`config.mk`:
```
export PLATFORM = sky130hd
export DESIGN_NAME = ppu_fb_writer
export DESIGN_NICKNAME = d
export VERILOG_FILES = /design/src/rtl/ppu_fb_writer.sv
export SDC_FILE = /design/constraint.sdc
export NUM_CORES = 1
export LEC_CHECK = 0
export BUFFER_PORTS_ARGS = -buffer_cell sky130_fd_sc_hd__buf_2
export CORE_ASPECT_RATIO = 1.5
export CORE_MARGIN = 5
export CORE_UTILIZATION = 45
export DETAILED_ROUTE_END_ITERATION = 6
export PLACE_DENSITY_LB_ADDON = 0.2
export SKIP_LAST_GASP = 1
export SLEW_MARGIN = 40
export SYNTH_ARGS = -nofsm -noshare
export SYNTH_HDL_FRONTEND = slang
export SYNTH_SLANG_ARGS = --single-unit
```
`constraint.sdc`:
```
create_clock -name clk -period 5 [get_ports clk]
set_input_delay 0.5 -clock clk [delete_from_list [all_inputs] [get_ports clk]]
set_output_delay 0.5 -clock clk [all_outputs]
set_load 0.1 [all_outputs]
```
`src/rtl/ppu_fb_writer.sv`:
```
// PPU pixel stream to double-buffered frame memory writer.
// Tracks raster position, buffers pixels in a FIFO and publishes the last completed bank.
module ppu_fb_writer #(
  parameter int FIFO_DEPTH = 16,
  parameter int H_PIX      = 256,
  parameter int V_PIX      = 240
) (
  input  logic        clk,
  input  logic        rst,
  input  logic        px_en,
  input  logic [7:0]  px_data,
  input  logic        frame_sync,
  output logic        fb_valid,
  input  logic        fb_ready,
  output logic [16:0] fb_addr,
  output logic [7:0]  fb_data,
  output logic        disp_bank,
  output logic        frame_done,
  input  logic        err_clr,
  output logic        ovf_err,
  output logic        extra_err,
  output logic        short_err,
  output logic [1:0]  dbg_state
);

  localparam int AW = $clog2(FIFO_DEPTH);
  localparam logic [7:0] X_LAST = 8'(H_PIX - 1);
  localparam logic [7:0] Y_LAST = 8'(V_PIX - 1);
  localparam logic [AW:0] PTR_ONE = (AW + 1)'(1);

  typedef enum logic [1:0] {
    ST_DISARMED = 2'd0,
    ST_ACTIVE   = 2'd1,
    ST_DONE     = 2'd2
  } pos_state_t;

  pos_state_t  state_q, state_d, eff_state;
  logic [7:0]  x_q, y_q, cur_x, cur_y;
  logic        bank_q, cur_bank, last_pushed_q;
  logic        accept, extra_px, is_last, push, pop, full, empty, ovf_set, short_set;
  logic [AW:0] wr_ptr, rd_ptr;
  logic [25:0] mem [FIFO_DEPTH];
  logic [25:0] head;

  // A sync in the same cycle as px_en is applied first, so the pixel lands at (0,0) of the new bank.
  always_comb begin
    eff_state = state_q;
    cur_x     = x_q;
    cur_y     = y_q;
    cur_bank  = bank_q;
    if (frame_sync) begin
      eff_state = ST_ACTIVE;
      cur_x     = 8'd0;
      cur_y     = 8'd0;
      cur_bank  = ~bank_q;
    end
    accept   = px_en && (eff_state == ST_ACTIVE);
    extra_px = px_en && (eff_state == ST_DONE);
    is_last  = (cur_x == X_LAST) && (cur_y == Y_LAST);
    state_d  = eff_state;
    if (accept && is_last) state_d = ST_DONE;
  end

  always_ff @(posedge clk) begin
    if (rst) state_q <= ST_DISARMED;
    else     state_q <= state_d;
  end

  assign dbg_state = state_q;

  // Position advances even when the FIFO drops the pixel, keeping later addresses correct.
  always_ff @(posedge clk) begin
    if (rst) begin
      x_q           <= 8'd0;
      y_q           <= 8'd0;
      bank_q        <= 1'b0;
      last_pushed_q <= 1'b0;
    end else begin
      if (frame_sync) begin
        bank_q        <= ~bank_q;
        last_pushed_q <= 1'b0;
      end
      if (accept) begin
        if (cur_x == X_LAST) begin
          x_q <= 8'd0;
          y_q <= cur_y + 8'd1;
        end else begin
          x_q <= cur_x + 8'd1;
          y_q <= cur_y;
        end
      end else if (frame_sync) begin
        x_q <= 8'd0;
        y_q <= 8'd0;
      end
      if (push && is_last) last_pushed_q <= 1'b1;
    end
  end

  // Handshake: fb_valid/fb_addr/fb_data hold until a cycle with fb_valid && fb_ready, where the
  // head transfers; the next entry (if any) is presented the following cycle.
  assign empty = (wr_ptr == rd_ptr);
  assign full  = (wr_ptr[AW] != rd_ptr[AW]) && (wr_ptr[AW-1:0] == rd_ptr[AW-1:0]);
  assign pop   = fb_valid && fb_ready;
  assign push  = accept && (!full || pop);
  assign ovf_set   = accept && full && !pop;
  assign short_set = frame_sync && (state_q != ST_DISARMED) && !last_pushed_q;

  always_ff @(posedge clk) begin
    if (push) mem[wr_ptr[AW-1:0]] <= {cur_bank, cur_y, cur_x, px_data, is_last};
  end

  always_ff @(posedge clk) begin
    if (rst) begin
      wr_ptr <= '0;
      rd_ptr <= '0;
    end else begin
      if (push) wr_ptr <= wr_ptr + PTR_ONE;
      if (pop)  rd_ptr <= rd_ptr + PTR_ONE;
    end
  end

  assign head     = mem[rd_ptr[AW-1:0]];
  assign fb_valid = !empty;
  assign fb_addr  = empty ? 17'd0 : head[25:9];
  assign fb_data  = empty ? 8'd0 : head[8:1];

  always_ff @(posedge clk) begin
    if (rst) begin
      disp_bank  <= 1'b1;
      frame_done <= 1'b0;
      ovf_err    <= 1'b0;
      extra_err  <= 1'b0;
      short_err  <= 1'b0;
    end else begin
      frame_done <= pop && head[0];
      if (pop && head[0]) disp_bank <= head[25];
      ovf_err   <= ovf_set   || (ovf_err   && !err_clr);
      extra_err <= extra_px  || (extra_err && !err_clr);
      short_err <= short_set || (short_err && !err_clr);
    end
  end

endmodule

```
==> results.md <==
* Post-CTS setup buffers at 0
* Worst path slowest cell: dfxtp_4
* Worst Reg-to-Reg Cells at 5
* DRC at 0
* Synthesized area per cell at 21.15 um2
* Total number of vias at 8184
* Worst path most repeated cell: mux4_2
* CTS tree: done
* Hold Vio Cnt, Final at 0
* Layout cells sized above 1 at 29.70%
* Final setup viols at 0
* Wire length on met1 at 15.07 mm
* Crit Path Class: flip-flop to primary output
* Drt total wl at 37.32 mm
* WP buf/inv at 2
* Post-synth top flop: edfxtp_1
* Vias in the first global route at 8751
* Unrepaired setup endpoints after global routing: false
* Top Layer Used: met4
* Critical Path Max Stage Delay at 0.73 ns
* CTS max path bufs at 3
* Mapped Area at 17750 um2
* TritonCTS Buffers at 41
* Pre-CTS WS at 1.689 ns
* Initial antenna violation count at 0
* Cell area power density at 427.6 nW/um2
* Initial Util at 45.28%
* Post_cts resized at 0
* Worst vdd ir at 0.2140 mV
* P_leak at 6.429 nW
* Final #Nets at 925
* Register Area at 13280 um2
* Remaining Overflow, GRT at 0
* Hold WS at 0.2391 ns
* Hold path cells at 4
* Number of antenna diodes at 0
* Number of synthesized flops with an enable pin at 416
* Hold Crit Class: input pin to flip-flop
* Post-DRT Antenna Nets at 0
* Clock-pin slew on the worst setup and hold paths at 0.06 ns
* Slew headroom at 47.35%
* Fillers at 3128
* DRT iter0 DRCs at 499
* Core footprint at 39200 um2
* Total power draw at 8.554 mW
* Area share of the largest cell type after synthesis at 70.39%
* Worst setup margin at 1.201 ns
* Fmax at 0.2633 GHz
* IO Count at 47
* Min cycle time layout at 3.799 ns
* Synth cell types at 39
* CP Data Required Time at 4.50 ns
* Crit path max-delay family: multiplexers
* GRT Resource Usage Total at 17.73%
* Hold buffer count at CTS at 0
* Met3 wire length at 1.972 mm
* DIE AREA at 43590 um2
* Asr flop ratio synth at 0%
* Syn Inst Count at 839
* Area grow syn2layout at 12.71%
* Crit start category: flip-flop
* Synth warn at 0
* Worst-Margin Slew at 0.7898 ns
* Synth area leaders: edfxtp_1 (70%), mux4_2 (16%), dfxtp_1 (4.4%)
* Final TNS setup at 0 ns
* Gpl congestion at 0.7267
* Vias per inst at 5.699
* Die Height at 253.2 um
* Synth area leader: edfxtp_1
* Max H-tree Level at 2
* Crit share post-route at 75.97%
* Post-synthesis sequential area ratio at 74.79%
* HPWL after DPL at 19.22 mm
* Die Width at 172.1 um
* Clk sinks at 455
* Status: finished, final reports clean
* Pin count of the biggest net entering global routing at 38
* Root buf cell: clkbuf_16
* Number of cell rows at 89
* Final Slew Violations at 0
* Crit-path cells: buf_4 -> mux4_2 -> mux4_2 -> and2_1 -> buf_2
* PortBufs at 46
* Multi-input logic area at 4309 um2
* Max Cap Violations at 0
* First-pass GRT wire length at 56.13 mm
* Yosys reg bits at 455
* Most common cell in the netlist: edfxtp_1
* Worst Path Arrival at 3.30 ns
* Worst-skew pair later-pin latency at 0.54 ns
* Most instantiated cells after synthesis: edfxtp_1 (416), mux4_2 (128), dfxtp_1 (39)
* Levels on crit path at 5
* Clock Skew at 0.01231 ns
* Routed wl met2 at 19.48 mm
* Syn_nets at 860
* Placed Area at 18640 um2
* Drt wl/cell at 25.99 um
* First-pass DRT Iterations at 5
* Worst setup EP type: primary output
* Fin area at 20000 um2
* Worst-path fanout max at 26
## per-layer routing
layer	vias to the layer above	GRT usage [%]
li1	3562	-
met1	4336	23.71
met2	234	30.48
met3	52	2.733
met4	0	4.764
met5	-	0
## cells by family after synthesis
family          count (synthesis)  share of synthesized area (%)
flops                         455                          74.79
fa+ha+maj                       7                         0.4935
buf+inv                        51                          1.537
mux                           135                          16.64
xor+xnor                       28                          1.382
compound gates                 24                         0.9376
simple gates                  139                          4.223
## path summary, 6_finish.rpt
check                                   from          to  slack [ns]
worst min register to register     short_err   short_err        0.47
worst min-delay path                 err_clr   short_err        0.24
worst max-delay path               flip-flop  fb_addr[9]        1.20
worst max register to register  dbg_state[0]   mem[7][1]        2.10
## worst register-to-register path, cell delays in order, from the launching register on
cell,delay [ns]
dfxtp_1,0.38
nor2b_1,0.31
o21ai_1,0.25
a211oi_1,0.53
and2_2,0.77
buf_4,0.34
## stage by stage
| step | utilization, % | std cells |
|---|---|---|
| final | 51.03 | 1436 |
| after global routing | 51.03 | 1436 |
| after CTS | 51.02 | 1435 |
| after detailed placement | 47.55 | 1360 |
| after global placement | 47.35 | 1360 |
| after floorplan | - | 839 |
## state kept, by name, summed over array words and instances (netlist names), named ones only
name,flops
short_err,1
y_q,8
bank_q,1
wr_ptr,5
dbg_state,2
x_q,8
ovf_err,1
frame_done,1
mem,416
extra_err,1
last_pushed_q,1
rd_ptr,5
disp_bank,1
## report_power, final
group          internal (mW)  switching [mW]  total [mW]
clock network           1.87            1.32        3.19
logic                  0.371           0.779        1.15
registers               4.16          0.0578        4.22
total                   6.39            2.16        8.55
## cell usage in the layout, fill, tap and decap left out, drive strengths merged
| cell | Yosys | layout |
|---|---|---|
| and4b | 2 | 2 |
| nor4bb | 1 | 1 |
| nor2 | 36 | 36 |
| a211o | 1 | 1 |
| a2111oi | 1 | 1 |
| nand4b | 1 | 1 |
| or3 | 2 | 2 |
| dfxtp | 39 | 39 |
| xnor2 | 18 | 18 |
| xor2 | 10 | 10 |
| buf | 21 | 65 |
| o21a | 1 | 1 |
| o211ai | 2 | 2 |
| nor2b | 19 | 19 |
| a22oi | 1 | 1 |
| inv | 8 | 9 |
| and3b | 1 | 1 |
| a211oi | 3 | 3 |
| edfxtp | 416 | 416 |
| mux2i | 7 | 7 |
| nor4 | 5 | 5 |
| o21ai | 4 | 4 |
| nand2 | 16 | 16 |
| mux4 | 128 | 128 |
| clkinvlp | 0 | 1 |
| nor3 | 5 | 5 |
| bufinv | 0 | 5 |
| ha | 7 | 7 |
| o2111ai | 3 | 3 |
| and3 | 13 | 13 |
| and4 | 1 | 1 |
| and2 | 31 | 31 |
| clkbuf | 22 | 57 |
| a32oi | 1 | 1 |
| nand4 | 3 | 3 |
| clkinv | 0 | 11 |
| nand3 | 2 | 2 |
| a21oi | 7 | 7 |
| or2 | 1 | 1 |
## final cells by class
type	instances	area share, %
Clock buffer	57	5.742
Clock inverter	18	1.057
Inverter	8	0.1501
Multi-Input combinational cell	333	21.54
Sequential cell	455	66.40
Tap cell	500	3.128
Timing Repair Buffer	65	1.977
(Power assumes the default switching activity.)
